<file path="src/rtl/channel_err_inj.sv">
// channel_err_inj: corrupts a stream of 2-bit convolutional-encoder symbols
// on their way to a decoder, so the decoder's error correction can be exercised.
//
// Modes (mode_i):
//   00 = pass through unchanged
//   01 = periodic: invert one symbol in every 2**PERIOD_LOG2
//   10 = burst:    invert BURST_LEN consecutive symbols, once per period
//   11 = random:   invert a symbol when an LFSR draw falls below thresh_i
// Only the first WINDOW symbols may start a corruption.
// A burst that has already started is allowed to run on past WINDOW.
//
// Ports:
//   clk          - sole clock; all state updates on its rising edge
//   rst          - asynchronous active-low reset
//   mode_i       - injection mode (see above)
//   err_mask_i   - bits to invert in periodic/burst (and random, if non-zero)
//   thresh_i     - random-mode injection threshold
//   valid_i      - d_in carries a symbol this cycle
//   d_in         - encoder symbol {g1,g0}
//   valid_o      - valid_i delayed by one cycle; drives the decoder enable
//   d_out        - possibly corrupted symbol, one cycle after d_in
//   inj_o        - d_out carries a non-zero mask
//   word_ct_o    - accepted symbols (saturating)
//   bad_bit_ct_o - inverted bits (saturating)
module channel_err_inj #(
    parameter int          PERIOD_LOG2 = 4,
    parameter int          WINDOW      = 256,
    parameter int          BURST_LEN   = 3,
    parameter logic [15:0] LFSR_SEED   = 16'hACE1
) (
    input  logic        clk,
    input  logic        rst,
    input  logic [1:0]  mode_i,
    input  logic [1:0]  err_mask_i,
    input  logic [7:0]  thresh_i,
    input  logic        valid_i,
    input  logic [1:0]  d_in,
    output logic        valid_o,
    output logic [1:0]  d_out,
    output logic        inj_o,
    output logic [15:0] word_ct_o,
    output logic [15:0] bad_bit_ct_o
);

    // The counter width holds BURST_LEN up to 2**PERIOD_LOG2.
    localparam int             CW         = PERIOD_LOG2 + 1;
    localparam logic [CW-1:0]  BURST_LOAD = CW'(BURST_LEN - 1);
    localparam logic [16:0]    WIN_LIM    = 17'(WINDOW);
    // An all-zero LFSR would stay at zero forever, so a zero seed becomes 1.
    localparam logic [15:0]    LFSR_INIT  = (LFSR_SEED == 16'h0000) ? 16'h0001 : LFSR_SEED;

    typedef enum logic [1:0] {
        MODE_PASS     = 2'b00,
        MODE_PERIODIC = 2'b01,
        MODE_BURST    = 2'b10,
        MODE_RANDOM   = 2'b11
    } mode_e;

    typedef enum logic {
        ST_IDLE  = 1'b0,
        ST_BURST = 1'b1
    } state_e;

    state_e          state_q, state_d;
    logic [CW-1:0]   burst_ct_q, burst_ct_d;
    logic [15:0]     lfsr_q, lfsr_d;
    logic            valid_q, valid_d;
    logic [1:0]      d_out_q, d_out_d;
    logic            inj_q, inj_d;
    logic [15:0]     word_ct_q, word_ct_d;
    logic [15:0]     bad_bit_ct_q, bad_bit_ct_d;

    logic            eligible;
    logic            trigger;
    logic [1:0]      mask;
    logic [1:0]      rnd_mask;
    logic [1:0]      pop;
    logic [16:0]     bad_sum;
    logic            lfsr_fb;

    always_comb begin
        state_d      = state_q;
        burst_ct_d   = burst_ct_q;
        lfsr_d       = lfsr_q;
        valid_d      = valid_i;
        d_out_d      = d_out_q;
        inj_d        = 1'b0;
        word_ct_d    = word_ct_q;
        bad_bit_ct_d = bad_bit_ct_q;
        mask         = 2'b00;

        // Eligibility and triggers use the count before this symbol is added.
        eligible = ({1'b0, word_ct_q} < WIN_LIM);
        trigger  = eligible && (&word_ct_q[PERIOD_LOG2-1:0]);

        // x^16+x^14+x^13+x^11+1, shifted left with feedback into bit 0
        lfsr_fb  = lfsr_q[15] ^ lfsr_q[13] ^ lfsr_q[12] ^ lfsr_q[10];

        // Random mode prefers the user mask; otherwise it uses two LFSR bits,
        // and never the all-zero mask.
        if (err_mask_i != 2'b00)
            rnd_mask = err_mask_i;
        else if (lfsr_q[9:8] != 2'b00)
            rnd_mask = lfsr_q[9:8];
        else
            rnd_mask = 2'b11;

        // Leaving burst mode aborts any burst in progress, even when no symbol
        // arrives in that cycle.
        if (mode_e'(mode_i) != MODE_BURST) begin
            state_d    = ST_IDLE;
            burst_ct_d = '0;
        end

        if (valid_i) begin
            case (mode_e'(mode_i))
                MODE_PASS: ;
                MODE_PERIODIC: begin
                    if (trigger) mask = err_mask_i;
                end
                MODE_BURST: begin
                    if (state_q == ST_BURST) begin
                        mask       = err_mask_i;
                        burst_ct_d = burst_ct_q - 1'b1;
                        if (burst_ct_q == CW'(1)) state_d = ST_IDLE;
                    end else if (trigger) begin
                        mask = err_mask_i;
                        if (BURST_LOAD != '0) begin
                            burst_ct_d = BURST_LOAD;
                            state_d    = ST_BURST;
                        end
                    end
                end
                MODE_RANDOM: begin
                    if (eligible && (lfsr_q[7:0] < thresh_i)) mask = rnd_mask;
                end
            endcase

            d_out_d = d_in ^ mask;
            inj_d   = |mask;
            lfsr_d  = {lfsr_q[14:0], lfsr_fb};

            if (word_ct_q != '1) word_ct_d = word_ct_q + 1'b1;
        end

        pop     = {1'b0, mask[1]} + {1'b0, mask[0]};
        bad_sum = {1'b0, bad_bit_ct_q} + {15'b0, pop};
        if (valid_i) bad_bit_ct_d = bad_sum[16] ? '1 : bad_sum[15:0];
    end

    always_ff @(posedge clk or negedge rst) begin
        if (!rst) begin
            state_q      <= ST_IDLE;
            burst_ct_q   <= '0;
            lfsr_q       <= LFSR_INIT;
            valid_q      <= 1'b0;
            d_out_q      <= '0;
            inj_q        <= 1'b0;
            word_ct_q    <= '0;
            bad_bit_ct_q <= '0;
        end else begin
            state_q      <= state_d;
            burst_ct_q   <= burst_ct_d;
            lfsr_q       <= lfsr_d;
            valid_q      <= valid_d;
            d_out_q      <= d_out_d;
            inj_q        <= inj_d;
            word_ct_q    <= word_ct_d;
            bad_bit_ct_q <= bad_bit_ct_d;
        end
    end

    assign valid_o      = valid_q;
    assign d_out        = d_out_q;
    assign inj_o        = inj_q;
    assign word_ct_o    = word_ct_q;
    assign bad_bit_ct_o = bad_bit_ct_q;

endmodule

</file>
<file path="config.mk">
export PLATFORM = sky130hd
export DESIGN_NAME = channel_err_inj
export DESIGN_NICKNAME = d
export VERILOG_FILES = /design/src/rtl/channel_err_inj.sv
export SDC_FILE = /design/constraint.sdc
export NUM_CORES = 1
export LEC_CHECK = 0
export BUFFER_PORTS_ARGS = -buffer_cell sky130_fd_sc_hd__buf_2
export CORE_AREA = 2 2 81 83
export CTS_CLUSTER_DIAMETER = 200
export DETAILED_ROUTE_END_ITERATION = 8
export DIE_AREA = 0 0 83 85
export PLACE_DENSITY = 0.7
export SYNTH_ARGS = -nofsm -noshare
export SYNTH_HDL_FRONTEND = slang
export SYNTH_SLANG_ARGS = --single-unit
</file>
<file path="constraint.sdc">
create_clock -name clk -period 2.65 [get_ports clk]
set_input_delay 0.3975 -clock clk [delete_from_list [all_inputs] [get_ports clk]]
set_output_delay 0.3975 -clock clk [all_outputs]
set_load 0.05 [all_outputs]
</file>
-- Word level (Yosys, flattened, before mapping)
Cells that the tools add are included.
Widths: inputs -> output; s select.
- add/subtract/negate cells: 4
- $lt $le $gt $ge: 2
- equality and inequality tests: 6
- mux-type cells: 21
- bitwise logic cells: 4
- reduce and logical (&&, ||, !) cells: 7
- operators by type and width (operator ; number):
    $mux 5 ; 5
    $add 16x2->17 ; 1
    $add 16x1->16 const B ; 1
    $lt 16x9->1 const B ; 1
    $mux 16 ; 1
    $ne 16x16->1 const B ; 1
    $mux 2 ; 7
    $lt 8x8->1 ; 1
    $mux 1 ; 7
    $pmux 2 s3 ; 1
    $eq 5x1->1 const B ; 1
    $sub 5x1->5 const B ; 1
    $eq 2x2->1 const B ; 2
    $reduce_and 4->1 ; 1
    $reduce_bool 2->1 ; 2
    $xor 1x1->1 ; 3
    $add 1x1->2 ; 1
    $eq 2x1->1 const B ; 1
    $logic_and 1x1->1 ; 2
    $ne 2x2->1 const B ; 1
    $reduce_and 2->1 ; 1
    $reduce_or 2->1 ; 1
    $xor 2x2->2 ; 1
- flip-flop bits (word level): 58
- bits of input ports: 17
- output and inout port bits: 36
- logic and storage cells: 52

-- Logic depth before layout (Yosys ltp)
Gate-level depths: netlist of run 1.
- depth after elaboration: 10
- gate-level depth with buffers: 14
- depth with buffers taken out: 14

-- Least setup slack after synthesis of run 1
No wires, ideal clock.
- path type: flip-flop to flip-flop
- start: reg word_ct_q[0] (netlist: word_ct_o[0])
- end: reg bad_bit_ct_q[10] (netlist: bad_bit_ct_o[10])
- library setup time: 0.134 ns
- arrival time: 2.964 ns
- data required time: 2.516 ns
- slack: -0.448 ns
- cell stages (with the launch flop): 15
- path buffers: 1
- clock period less this slack: 3.098 ns
- cells stage by stage: dfrtp_1 -> ha_1 -> and3_1 -> clkbuf_1 -> a31oi_1 -> o22ai_1 -> a21oi_2 -> o22ai_2 -> fa_1 -> ha_1 -> nand2_1 -> nor3_1 -> nand3_1 -> xor2_1 -> nand2_1
- word-level cells in the longest chain between the ends: 10
- elaborated cells on any way between the ends: 13
- those cells by class: 2 x add/sub; 1 x order compare; 7 x mux; 3 x reduce/logical
- RTL lines (element ; line ; RTL):
    start, declared ; 70 ; logic [15:0] word_ct_q, word_ct_d;
    start signal, assigned ; 168 ; word_ct_q <= word_ct_d;
    $lt 16x9->1 or $reduce_and 4->1 (tied branches) ; 93, 94 ;
    $logic_and 1x1->1 ; 94 ; trigger = eligible && (&word_ct_q[PERIOD_LOG2-1:0]);
    $mux 2 ; 119, 126 ;
    $mux 2 ; 122 ; if (state_q == ST_BURST) begin
    $pmux 2 s3 * ; 116 ; case (mode_e'(mode_i))
    $mux 2 * (2 in series) ; 115 ; if (valid_i) begin
    $add 1x1->2 * ; 146 ; pop = {1'b0, mask[1]} + {1'b0, mask[0]};
    $add 16x2->17 * ; 147 ; bad_sum = {1'b0, bad_bit_ct_q} + {15'b0, pop};
    $mux 16 * ; 148 ; if (valid_i) bad_bit_ct_d = bad_sum[16] ? '1 : bad_sum[15:0];
    end signal, assigned ; 169 ; bad_bit_ct_q <= bad_bit_ct_d;
    end, declared ; 71 ; logic [15:0] bad_bit_ct_q, bad_bit_ct_d;
Every way passes the cells marked *; elsewhere a longest branch is shown, timed or not. The select of a mux whose other input is x is not followed.
A chain may end at the register's enable or synchronous reset.

-- Worst setup path in the final report of run 1
- start: reg lfsr_q[5]
- end: reg bad_bit_ct_q[10] (netlist: bad_bit_ct_o[10])
- word-level cells in the longest chain between the ends: 9
- RTL lines (element ; line ; RTL):
    start, declared ; 66 ; logic [15:0] lfsr_q, lfsr_d;
    start signal, assigned ; 164 ; lfsr_q <= lfsr_d;
    $lt 8x8->1 ; 135 ; if (eligible && (lfsr_q[7:0] < thresh_i)) mask = rnd_mask;
    $logic_and 1x1->1 ; 135 ;
    $mux 2 ; 135 ;
    $pmux 2 s3 ; 116 ;
    $mux 2 (2 in series) ; 115 ;
    $add 1x1->2 ; 146 ;
    $add 16x2->17 ; 147 ;
    $mux 16 ; 148 ;
No other way between the ends. The select of a mux whose other input is x is not followed.

==> metrics, run 1 <==
status finished, violations left; die area 7060 µm²; Pleak 1.91 nW; share of layout cells above drive strength 1 45.0%; Setup CP Type flop to flop; Critical Path AT 3120 ps; Final #Nets 391; Fin Clk Skew 7.86 ps; min cycle time layout 2900 ps; Final WS setup -254 ps; max-slew violations 0; Tightest Pin Transition ~700 ps; initial core utilization 48.0%; Tcrit/Tclk final 110%; final hold slack 105 ps; antenna-violating nets left 0; I/O Buffers 52; final-layout fill cell count 518; DP Area 3580 µm²; Max-slew headroom 54.1%; core area 6200 µm²; Reg area 1470 µm²; CP endpoint kind flop; Final TNS setup -2810 ps; number of synthesized flops with an enable pin 0; Pre-antenna DRT Iters 4; total CTS buffers 9; first-pass GRT wire length around 10,000 µm; GP Congestion 0.788; initial antenna violation count 0; Post-Route WL 6230 µm; Area contributors post-synth dfrtp_1 (42%), dfstp_2 (7.1%), mux2_2 (5.7%), xnor2_1 (4.7%), ha_1 (4.6%); largest net degree at the start of global routing 39; CP Data Required Time 2870 ps; Synth area leader dfrtp_1; Crit Reg-Reg Startpoint lfsr_q[5]; Total Routing Usage GR 18.6%; commonest non-fill, non-tap cells in the layout buf_2 (52), dfrtp_1 (41), buf_4 (29); vias per cell 5.16; Mapped Nets 303; Max-Cap Viols 0; mapped cell area 2980 µm²; clk buf depth 2; vias in the first global route 2,271; setup violators final 16; Iteration-0 DRC Markers 73; Place WS -269 ps; R2R depth 13; Startpoint Class flop; Yosys warnings 0; antenna fix cells 0; RSZ-0062 raised after global routing true; failing checks negative setup slack; DR DRC count 0; worst ir drop on vdd 0.721 mV; Syn-to-layout area delta 30.4%; share of the synthesized area in the top cell type between 40% and 50%; most common cell after layout, fill and taps aside buf_2; hold crit path type input pin to async pin; multi-input combinational cell area 1530 µm²; clk slew on worst S/H paths 60 ps; Register-to-Register Setup Slack -250 ps; vias approximately 2,300; TritonCTS clock tree yes; average wire per standard cell 14.0 µm; Detail Placement HPWL 4480 µm; total global routing overflow 0; Synth cell types 50; Post-Synthesis Cells about 270; num ports 53; clock root cell clkbuf_8; overall die width 83 µm; share of flip-flops with an asynchronous set or reset after synthesis 100%; syn avg cell area 10.9 µm²; FMAX 0.344 GHz; Yosys reg bits 58; Die Height 85 µm; final number of hold-violating endpoints 0; post-synthesis sequential area ratio 49.1%; CP Max Fanout 4; post-layout instance area 3880 µm²; htree depth 3; RR Endpoint bad_bit_ct_o[10]; clock latency on the worst-skew pair 330 ps; final core utilization 62.5%; cell row count 29; Synth Flop Type dfrtp_1; Clock Sinks 58; power per cell area 850 nW/µm²
==> through the flow <==
step | power [W] | instances
5_1_grt | 0.00350 | 444
2_1_floorplan | 0.00214 | 274
4_1_cts | 0.00330 | 441
3_3_place_gp | 0.00246 | 422
3_5_place_dp | 0.00250 | 422
6_report | 0.00330 | 444
==> sequential cells by signal, summed over array words and instances, names as in the netlist <==
signal,cells
word_ct_o,16
inj_o,1
d_out,2
bad_bit_ct_o,16
burst_ct_q,5
state_q,1
valid_o,1
lfsr_q,16
==> worst max-delay path, cell delays in order (launching register included) <==
cell and delay, ps:
dfstp_2 560, ha_4 210, a211oi_2 250, o211ai_2 140, nor3_4 200, nand3_2 170, o22ai_4 190, fa_2 290
ha_4 160, nand2_4 70, nor3_4 230, nand3_1 110, xor2_1 140, nand2_1 70
==> metal layers <==
layer	share of wire [%]	vias to the layer above	track usage (%)	routed length [µm]
li1	-	1129	-	-
met1	47	1110	23.7	2930
met2	48	45	30.4	2990
met3	3.9	9	6.03	242
met4	1.2	0	5.51	74
met5	0	-	0	0
==> timing repair <==
item | CTS | global route
endpoints found under the setup margin | 16 | 16
buffers inserted | 3 | 3
resized for setup | 3 | 12
endpoints found under the hold margin | 0 | 0
hold buffers | 0 | 0
pin swaps | 0 | 3
==> power breakdown <==
part	switching, W	internal, W
Clock	0.000346	0.000427
Sequential	0.000202	0.00114
Combinational	0.000704	0.000474
==> cells in the mapped netlist, types with 3 or more instances <==
cell,instances
nand4_1,10
clkbuf_1,4
xor2_1,13
nor3_1,4
mux2i_1,4
o21ai_0,9
dfstp_2,8
ha_1,11
a21oi_1,5
xnor2_1,16
a22oi_1,3
inv_1,17
nand2_1,30
dfrtp_1,50
and3_1,8
nor2_1,15
mux2_2,15
nand3_1,12
==> worst max-delay path by stage <==
stage	from	to	slack [ps]	cells past startpoint
floorplan	lfsr_q[5]	bad_bit_ct_o[15]	-60	13
global placement	thresh_i[5]	bad_bit_ct_o[10]	-160	15
detailed placement	thresh_i[5]	bad_bit_ct_o[15]	-270	15
CTS	lfsr_q[5]	bad_bit_ct_o[15]	-230	13
global route	lfsr_q[5]	bad_bit_ct_o[15]	-440	13
finish	lfsr_q[5]	bad_bit_ct_o[10]	-250	13
==> final cells by class <==
class                           count  share of cell area (%)
Multi-Input combinational cell    191                    39.4
Sequential cell                    58                    38.0
Timing Repair Buffer               85                    13.7
Clock buffer                       10                    3.29
Tap cell                           77                    2.48
Inverter                           17                    1.65
Clock inverter                      6                    1.48
==> logic make-up after synthesis <==
group                      synth area share (%)
and+or+nand+nor                            17.6
adders and majority gates                  5.30
xor gates and xnor gates                   8.54
DFF                                        49.1
AOI/OAI and AO/OA                          8.96
buffers and inverters                      3.45
muxes                                      7.02
Note: power is estimated with default switching activity, not from simulation.
==> inputs of run 2 (changes only) <==
--- a/config.mk
+++ b/config.mk
@@ -6,11 +6,13 @@
 export NUM_CORES = 1
 export LEC_CHECK = 0
 export BUFFER_PORTS_ARGS = -buffer_cell sky130_fd_sc_hd__buf_2
+export CAP_MARGIN = 5
 export CORE_AREA = 2 2 81 83
 export CTS_CLUSTER_DIAMETER = 200
 export DETAILED_ROUTE_END_ITERATION = 8
 export DIE_AREA = 0 0 83 85
 export PLACE_DENSITY = 0.7
+export SKIP_CTS_REPAIR_TIMING = 1
 export SYNTH_ARGS = -nofsm -noshare
 export SYNTH_HDL_FRONTEND = slang
 export SYNTH_SLANG_ARGS = --single-unit
==> run 2 against run 1 <==
  * The flow still finishes with violations (negative setup slack)
  * Clock skew about the same
  * Sequential power about the same
  * Sequential share of layout area up 0.67 points
  * Largest power group unchanged
  * Total power down 0.98%
  * Core utilization down 1.1 points
  * Via count down 1.1%
  * Die area unchanged
  * Register-to-register slack about the same
==> metrics, run 2 (synthesized netlist as in run 1, its figures left out) <==
CP most frequent cell nand3_2; CP Data Required Time 2880 ps (was 2870 ps); Final WS setup -253 ps (was -254 ps); Fin Clk Skew 8.16 ps (was 7.86 ps); Startpoint Class flop (unchanged); Tcrit/Tclk final 110% (about the same); Post-Route WL 6090 µm (was 6230 µm); Clock Sinks 58 (unchanged); final-layout fill cell count 534 (was 518); I/O Buffers 52 (unchanged); Total Routing Usage GR 18.2% (was 18.6%); max-slew violations 0 (unchanged); final number of hold-violating endpoints 0 (unchanged); RSZ-0062 raised after global routing true (unchanged); antenna-violating nets left 0 (unchanged); worst ir drop on vdd 0.720 mV (was 0.721 mV); Power Total 0.00327 W (was 0.00330 W); Max-Cap Viols 0 (unchanged); Max-slew headroom 55.0% (was 54.1%); busiest grt layer met2 (unchanged); antenna fix cells 0 (unchanged); TritonCTS clock tree yes (unchanged); clk buf depth 2 (unchanged); total CTS buffers 9 (unchanged); hold crit path type input pin to async pin (unchanged); most common cell after layout, fill and taps aside buf_2 (unchanged); vias per cell 5.15 (was 5.16); num ports 53 (unchanged); clock latency on the worst-skew pair 340 ps (was 330 ps); Setup CP Type flop to flop (unchanged); CP endpoint kind flop (unchanged); setup violators final 16 (unchanged); GP Congestion 0.788 (unchanged); CP Max Fanout 3 (was 4); Syn-to-layout area delta 28.1% (was 30.4%); average wire per standard cell 13.9 µm (was 14.0 µm); Pre-antenna DRT Iters 5 (was 4); largest net degree at the start of global routing 39 (unchanged); die area 7060 µm² (unchanged); htree depth 3 (unchanged); met1 usage 23.2% (was 23.7%); grt met3 use 6.03% (unchanged); core area 6200 µm² (unchanged); Iteration-0 DRC Markers 87 (was 73); total global routing overflow 0 (unchanged); Critical Path AT 3130 ps (was 3120 ps); overall die width 83 µm (unchanged); commonest non-fill, non-tap cells in the layout buf_2 (52), dfrtp_1 (41), nand2_1 (28), buf_4 (28), inv_1 (17) (was buf_2 (52), dfrtp_1 (41), buf_4 (29)); FMAX 0.344 GHz (about the same); clk slew on worst S/H paths 70 ps (was 60 ps); power per cell area 857 nW/µm² (was 850 nW/µm²); status finished, violations left (unchanged); cell row count 29 (unchanged); first-pass GRT wire length 10,300 µm (was 10,500 µm); DR DRC count 0 (unchanged); vias 2,268 (was 2,293); share of layout cells above drive strength 1 43.5% (was 45.0%); Pleak 1.87 nW (was 1.91 nW); final core utilization 61.4% (was 62.5%); initial core utilization 48.0% (unchanged); min cycle time layout 2900 ps (about the same); failing checks negative setup slack (unchanged); CP max stage cell dfstp_2 (unchanged); max incr delay on CP 560 ps (about the same); Die Height 85 µm (unchanged); Detail Placement HPWL 4480 µm (unchanged); Final #Nets 387 (was 391); Tightest Pin Transition 676 ps (was 688 ps); crit-path cells ha_4 > a211oi_2 > o211ai_2 > nor3_4 > nand3_2 > o22ai_2 > fa_2 > nand3_2 > nor3_2 > nor3b_2 > nand3_1 > xor2_1 > nand2_1 (was ha_4 > a211oi_2 > o211ai_2 > nor3_4 > nand3_2 > o22ai_4 > fa_2 > ha_4 > nand2_4 > nor3_4 > nand3_1 > xor2_1 > nand2_1); initial antenna violation count 0 (unchanged); clock root cell clkbuf_8 (unchanged); vias in the first global route 2,245 (was 2,271); GR Util met2 29.6% (was 30.4%)
-- run 2: cell count changes in the layout (fill, tap and decap cells not counted), sizes merged --
cell	before	now
buf	85	81
-- run 2: final cells by class --
| cell class | count | area (µm²) | share of cell area, % |
|---|---|---|---|
| Clock buffer | 10 | 128 | 3.35 |
| Clock inverter | 6 | 57.6 | 1.51 |
| Inverter | 17 | 63.8 | 1.67 |
| Multi-Input combinational cell | 191 | 1500 | 39.4 |
| Sequential cell | 58 | 1470 | 38.6 |
| Tap cell | 77 | 96.3 | 2.53 |
| Timing Repair Buffer | 81 | 490 | 12.9 |
-- run 2: through the flow --
step	TNS (ps)	cell area [µm²]	setup WS [ps]	hold slack (ps)	instances
3_5_place_dp	-3480	3580	-269	478	422
6_report	-3060	3810	-253	97.0	440
5_1_grt	-5390	3810	-420	133	440
2_1_floorplan	-193	3060	-63.8	102	274
4_1_cts	-2800	3760	-228	110	438
3_3_place_gp	-1870	3580	-159	473	422
-- run 2: worst paths after layout --
check	from	endpoint	slack, ps	cells after the start
min	rst	burst_ct_q[4]	100	1
max reg2reg	lfsr_q[5]	bad_bit_ct_o[15]	-250	13
min reg2reg	word_ct_o[2]	word_ct_o[2]	500	1
max	lfsr_q[5]	bad_bit_ct_o[15]	-250	13
min in group clk	d_in[0]	d_out[0]	240	2
max in group asynchronous	rst	lfsr_q[15]	1900	2
-- run 2: critical path: cells and delay by family, from the launching register on --
family / cells / cell delay (ps)
simple gates: 7 / 1030
compound gates: 3 / 590
flops: 1 / 560
fa+ha+maj: 2 / 480
xor+xnor: 1 / 160
-- run 2: metal layers --
metal | part of all wire, % | vias to the layer above
met5 | 0 | -
met2 | 47 | 49
met1 | 47 | 1095
li1 | - | 1116
met3 | 4.7 | 8
met4 | 1.1 | 0
-- run 2: report_power, final --
group	total [W]	internal (W)	leakage [nW]	switching, W
Combinational	0.00115	0.000457	1.06	0.000691
Sequential	0.00134	0.00114	0.713	0.000197
Clock	0.000776	0.000427	0.0958	0.000349
Total	0.00327	0.00203	1.87	0.00124
==> inputs of run 3 (changes only) <==
--- a/config.mk
+++ b/config.mk
@@ -5,12 +5,13 @@
 export SDC_FILE = /design/constraint.sdc
 export NUM_CORES = 1
 export LEC_CHECK = 0
+export ABC_AREA = 1
 export BUFFER_PORTS_ARGS = -buffer_cell sky130_fd_sc_hd__buf_2
 export CAP_MARGIN = 5
-export CORE_AREA = 2 2 81 83
+export CORE_AREA = 2 2 84 86
 export CTS_CLUSTER_DIAMETER = 200
 export DETAILED_ROUTE_END_ITERATION = 8
-export DIE_AREA = 0 0 83 85
+export DIE_AREA = 0 0 86 88
 export PLACE_DENSITY = 0.7
 export SKIP_CTS_REPAIR_TIMING = 1
 export SYNTH_ARGS = -nofsm -noshare
==> run 3 against run 2 <==
  * The run now ends clean
  * Sequential share of layout area fell by 3.7 points
  * Via count grew 32%
  * Count of clock-buffer cells in the layout is 1 lower
  * Critical path type unchanged
  * Largest cell class unchanged
==> metrics, run 3 <==
clock root cell clkbuf_8 (unchanged); Final TNS setup 0 ps (was -3060 ps); Total Routing Usage GR 20.7% (was 18.2%); total CTS buffers 9 (unchanged); setup violators final 0 (was 16); Pre-antenna DRT Iters 4 (was 5); hold crit path type input pin to async pin (unchanged); initial core utilization 48.9% (was 48.0%); Startpoint Class flop (unchanged); final number of hold-violating endpoints 0 (unchanged); final-layout fill cell count 569 (was 534); mapped cell area 3250 µm² (was 2980 µm²); FMAX 0.386 GHz (was 0.344 GHz); overall die width 86 µm (was 83 µm); GP Congestion 0.821 (was 0.788); Clock Sinks 58 (unchanged); CP endpoint kind flop (unchanged); Critical Path AT 2820 ps (was 3130 ps); antenna-violating nets left 0 (unchanged); Setup CP Type flop to flop (unchanged); share of layout cells above drive strength 1 28.9% (was 43.5%); Yosys reg bits 58 (unchanged); post-synthesis sequential area ratio 45.0% (was 49.1%); Pleak 2.19 nW (was 1.87 nW); Syn-to-layout area delta 29.1% (was 28.1%); CP max stage cell dfstp_2 (unchanged); Critical path buffers and inverters 3 (was 0); Tightest Pin Transition 568 ps (was 676 ps); TritonCTS clock tree yes (unchanged); Die Height 88 µm (was 85 µm); Area contributors post-synth dfrtp_1 (39%), nand2_1 (14%), dfstp_2 (6.5%), inv_1 (6.2%), nor2_1 (4.6%) (was dfrtp_1 (42%), dfstp_2 (7.1%), mux2_2 (5.7%), xnor2_1 (4.7%), ha_1 (4.6%)); Detail Placement HPWL 5240 µm (was 4480 µm); total global routing overflow 0 (unchanged); clk slew on worst S/H paths 80 ps (was 70 ps); max incr delay on CP 550 ps (was 560 ps); final hold slack 48.8 ps (was 97.0 ps); DR DRC count 0 (unchanged); share of flip-flops with an asynchronous set or reset after synthesis 100% (unchanged); min cycle time layout 2590 ps (was 2900 ps); worst ir drop on vdd 0.655 mV (was 0.720 mV); Post-Route WL 7630 µm (was 6090 µm); htree depth 3 (unchanged); vias per cell 5.11 (was 5.15); Crit Reg-Reg Startpoint lfsr_q[7] (was lfsr_q[5]); vias 2,987 (was 2,268); RSZ-0062 raised after global routing true (unchanged); post-layout instance area 4190 µm² (was 3810 µm²); vias in the first global route 2,881 (was 2,245); status completed (was finished, violations left); Synth Flop Type dfrtp_1 (unchanged); first-pass GRT wire length 12,400 µm (was 10,300 µm); average wire per standard cell 13.0 µm (was 13.9 µm); syn avg cell area 7.85 µm² (was 10.9 µm²); R2R depth 19 (was 13); Max-slew headroom 62.1% (was 55.0%); synth cell count leaders nand2_1 (119), inv_1 (54), dfrtp_1 (50) (was dfrtp_1 (50), nand2_1 (30), inv_1 (17)); I/O Buffers 52 (unchanged); count leader, synth nand2_1 (was dfrtp_1); max-slew violations 0 (unchanged); share of the synthesized area in the top cell type 38.5% (was 42.1%); Post-Synthesis Cells 414 (was 274); core area 6640 µm² (was 6200 µm²); CP Max Fanout 3 (unchanged); commonest non-fill, non-tap cells in the layout nand2_1 (111), buf_2 (52), inv_1 (51) (was buf_2 (52), dfrtp_1 (41), nand2_1 (28), buf_4 (28), inv_1 (17)); Fin Clk Skew 9.53 ps (was 8.16 ps); cell row count 30 (was 29); Yosys warnings 0 (unchanged); most common cell after layout, fill and taps aside nand2_1 (was buf_2); Iteration-0 DRC Markers 107 (was 87); die area 7570 µm² (was 7060 µm²); Place WS -108 ps (was -269 ps); Register-to-Register Setup Slack 60 ps (was -250 ps); power per cell area 821 nW/µm² (was 857 nW/µm²); CP Data Required Time 2890 ps (was 2880 ps); RR Endpoint bad_bit_ct_o[15] (unchanged); initial antenna violation count 0 (unchanged); DP Area 3730 µm² (was 3580 µm²); clk buf depth 2 (unchanged); final core utilization 63.1% (was 61.4%); num ports 53 (unchanged); largest net degree at the start of global routing 27 (was 39); crit-path cells ha_4 > nand2_2 > inv_2 > nand3_2 > nand2_1 > nor2_2 > nand2_2 > nand2_2 > nand2_2 > inv_2 > fa_2 > buf_4 > nand3_1 > nor3_1 > nand3_1 > nand2_1 > nand3_1 > nand2_1 > nand2_1 (was ha_4 > a211oi_2 > o211ai_2 > nor3_4 > nand3_2 > o22ai_2 > fa_2 > nand3_2 > nor3_2 > nor3b_2 > nand3_1 > xor2_1 > nand2_1); Synth cell types 35 (was 50); CP top delay family simple AND/OR/NAND/NOR gates (unchanged); Final #Nets 529 (was 387); Synth area leader dfrtp_1 (unchanged); antenna fix cells 0 (unchanged); number of synthesized flops with an enable pin 0 (unchanged); clock latency on the worst-skew pair 340 ps (about the same); Tcrit/Tclk final 97.7% (was 110%); Mapped Nets 443 (was 303); Final WS setup 61.0 ps (was -253 ps); Max-Cap Viols 0 (unchanged)
[run 3: cell types whose count changed in the layout (fill, tap and decap cells not counted), moves of 8 or more]
cell,before,now
nor2_1,15,36
nand2_2,1,9
o21ai_0,9,30
xnor2_1,16,8
nand2_1,28,111
mux2_2,15,0
inv_1,17,51
nand3_1,10,21
and3_1,8,0
[run 3: how the worst max path moves through the flow]
stage                 startpoint                to  slack (ps)  depth (start not counted)
finish                 lfsr_q[7]  bad_bit_ct_o[15]          60                         19
global route           lfsr_q[7]  bad_bit_ct_o[15]        -130                         19
CTS                    lfsr_q[7]  bad_bit_ct_o[14]         -70                         19
detailed placement   thresh_i[3]  bad_bit_ct_o[10]        -110                         20
global placement     thresh_i[7]  bad_bit_ct_o[14]         -20                         21
floorplan           word_ct_o[0]   bad_bit_ct_o[9]           7                         16
[run 3: cell type report]
| cell class | instances | area (µm²) | share of cell area (%) |
|---|---|---|---|
| Multi-Input combinational cell | 293 | 1670 | 39.8 |
| Sequential cell | 58 | 1460 | 34.9 |
| Timing Repair Buffer | 81 | 482 | 11.5 |
| Inverter | 57 | 214 | 5.10 |
| Clock inverter | 7 | 141 | 3.37 |
| Clock buffer | 9 | 124 | 2.95 |
| Tap cell | 80 | 100 | 2.39 |
[run 3: logic make-up after synthesis]
logic type	synth area share, %
buffers and inverters	7.78
flip-flops	45.0
AO/OA/AOI/OAI	7.59
adder cells (fa/ha/maj)	4.85
XOR/XNOR	5.93
AND/OR/NAND/NOR	28.9
[run 3: per-stage QoR]
stage | total power, W | cells
2_1_floorplan | 0.00196 | 414
5_1_grt | 0.00363 | 585
6_report | 0.00344 | 585
3_5_place_dp | 0.00224 | 561
3_3_place_gp | 0.00222 | 561
4_1_cts | 0.00335 | 577
[run 3: per-layer routing]
layer  global-route usage, %  part of all wire, %  vias up
met5                       0                    0        -
li1                        -                    -     1482
met1                    26.8                   45     1415
met3                    3.49                  4.3       15
met4                    7.94                  1.8        0
met2                    34.8                   49       75
[run 3: worst register-to-register path, stage by stage, from the launching register on]
cell and delay, ps:
dfstp_2 550, ha_4 200, nand2_2 70, inv_2 50
nand3_2 50, nand2_1 60, nor2_2 120, nand2_2 70
nand2_2 80, nand2_2 60, inv_2 60, fa_2 240
buf_4 120, nand3_1 60, nor3_1 280, nand3_1 130
nand2_1 90, nand3_1 70, nand2_1 60, nand2_1 50
[run 3: where the power goes]
part	internal, W	switching [W]	total (W)	leakage [nW]
registers	0.00108	0.000191	0.00127	0.732
logic	0.000345	0.000736	0.00108	1.33
clock network	0.000720	0.000377	0.00110	0.129
total	0.00214	0.00130	0.00344	2.19
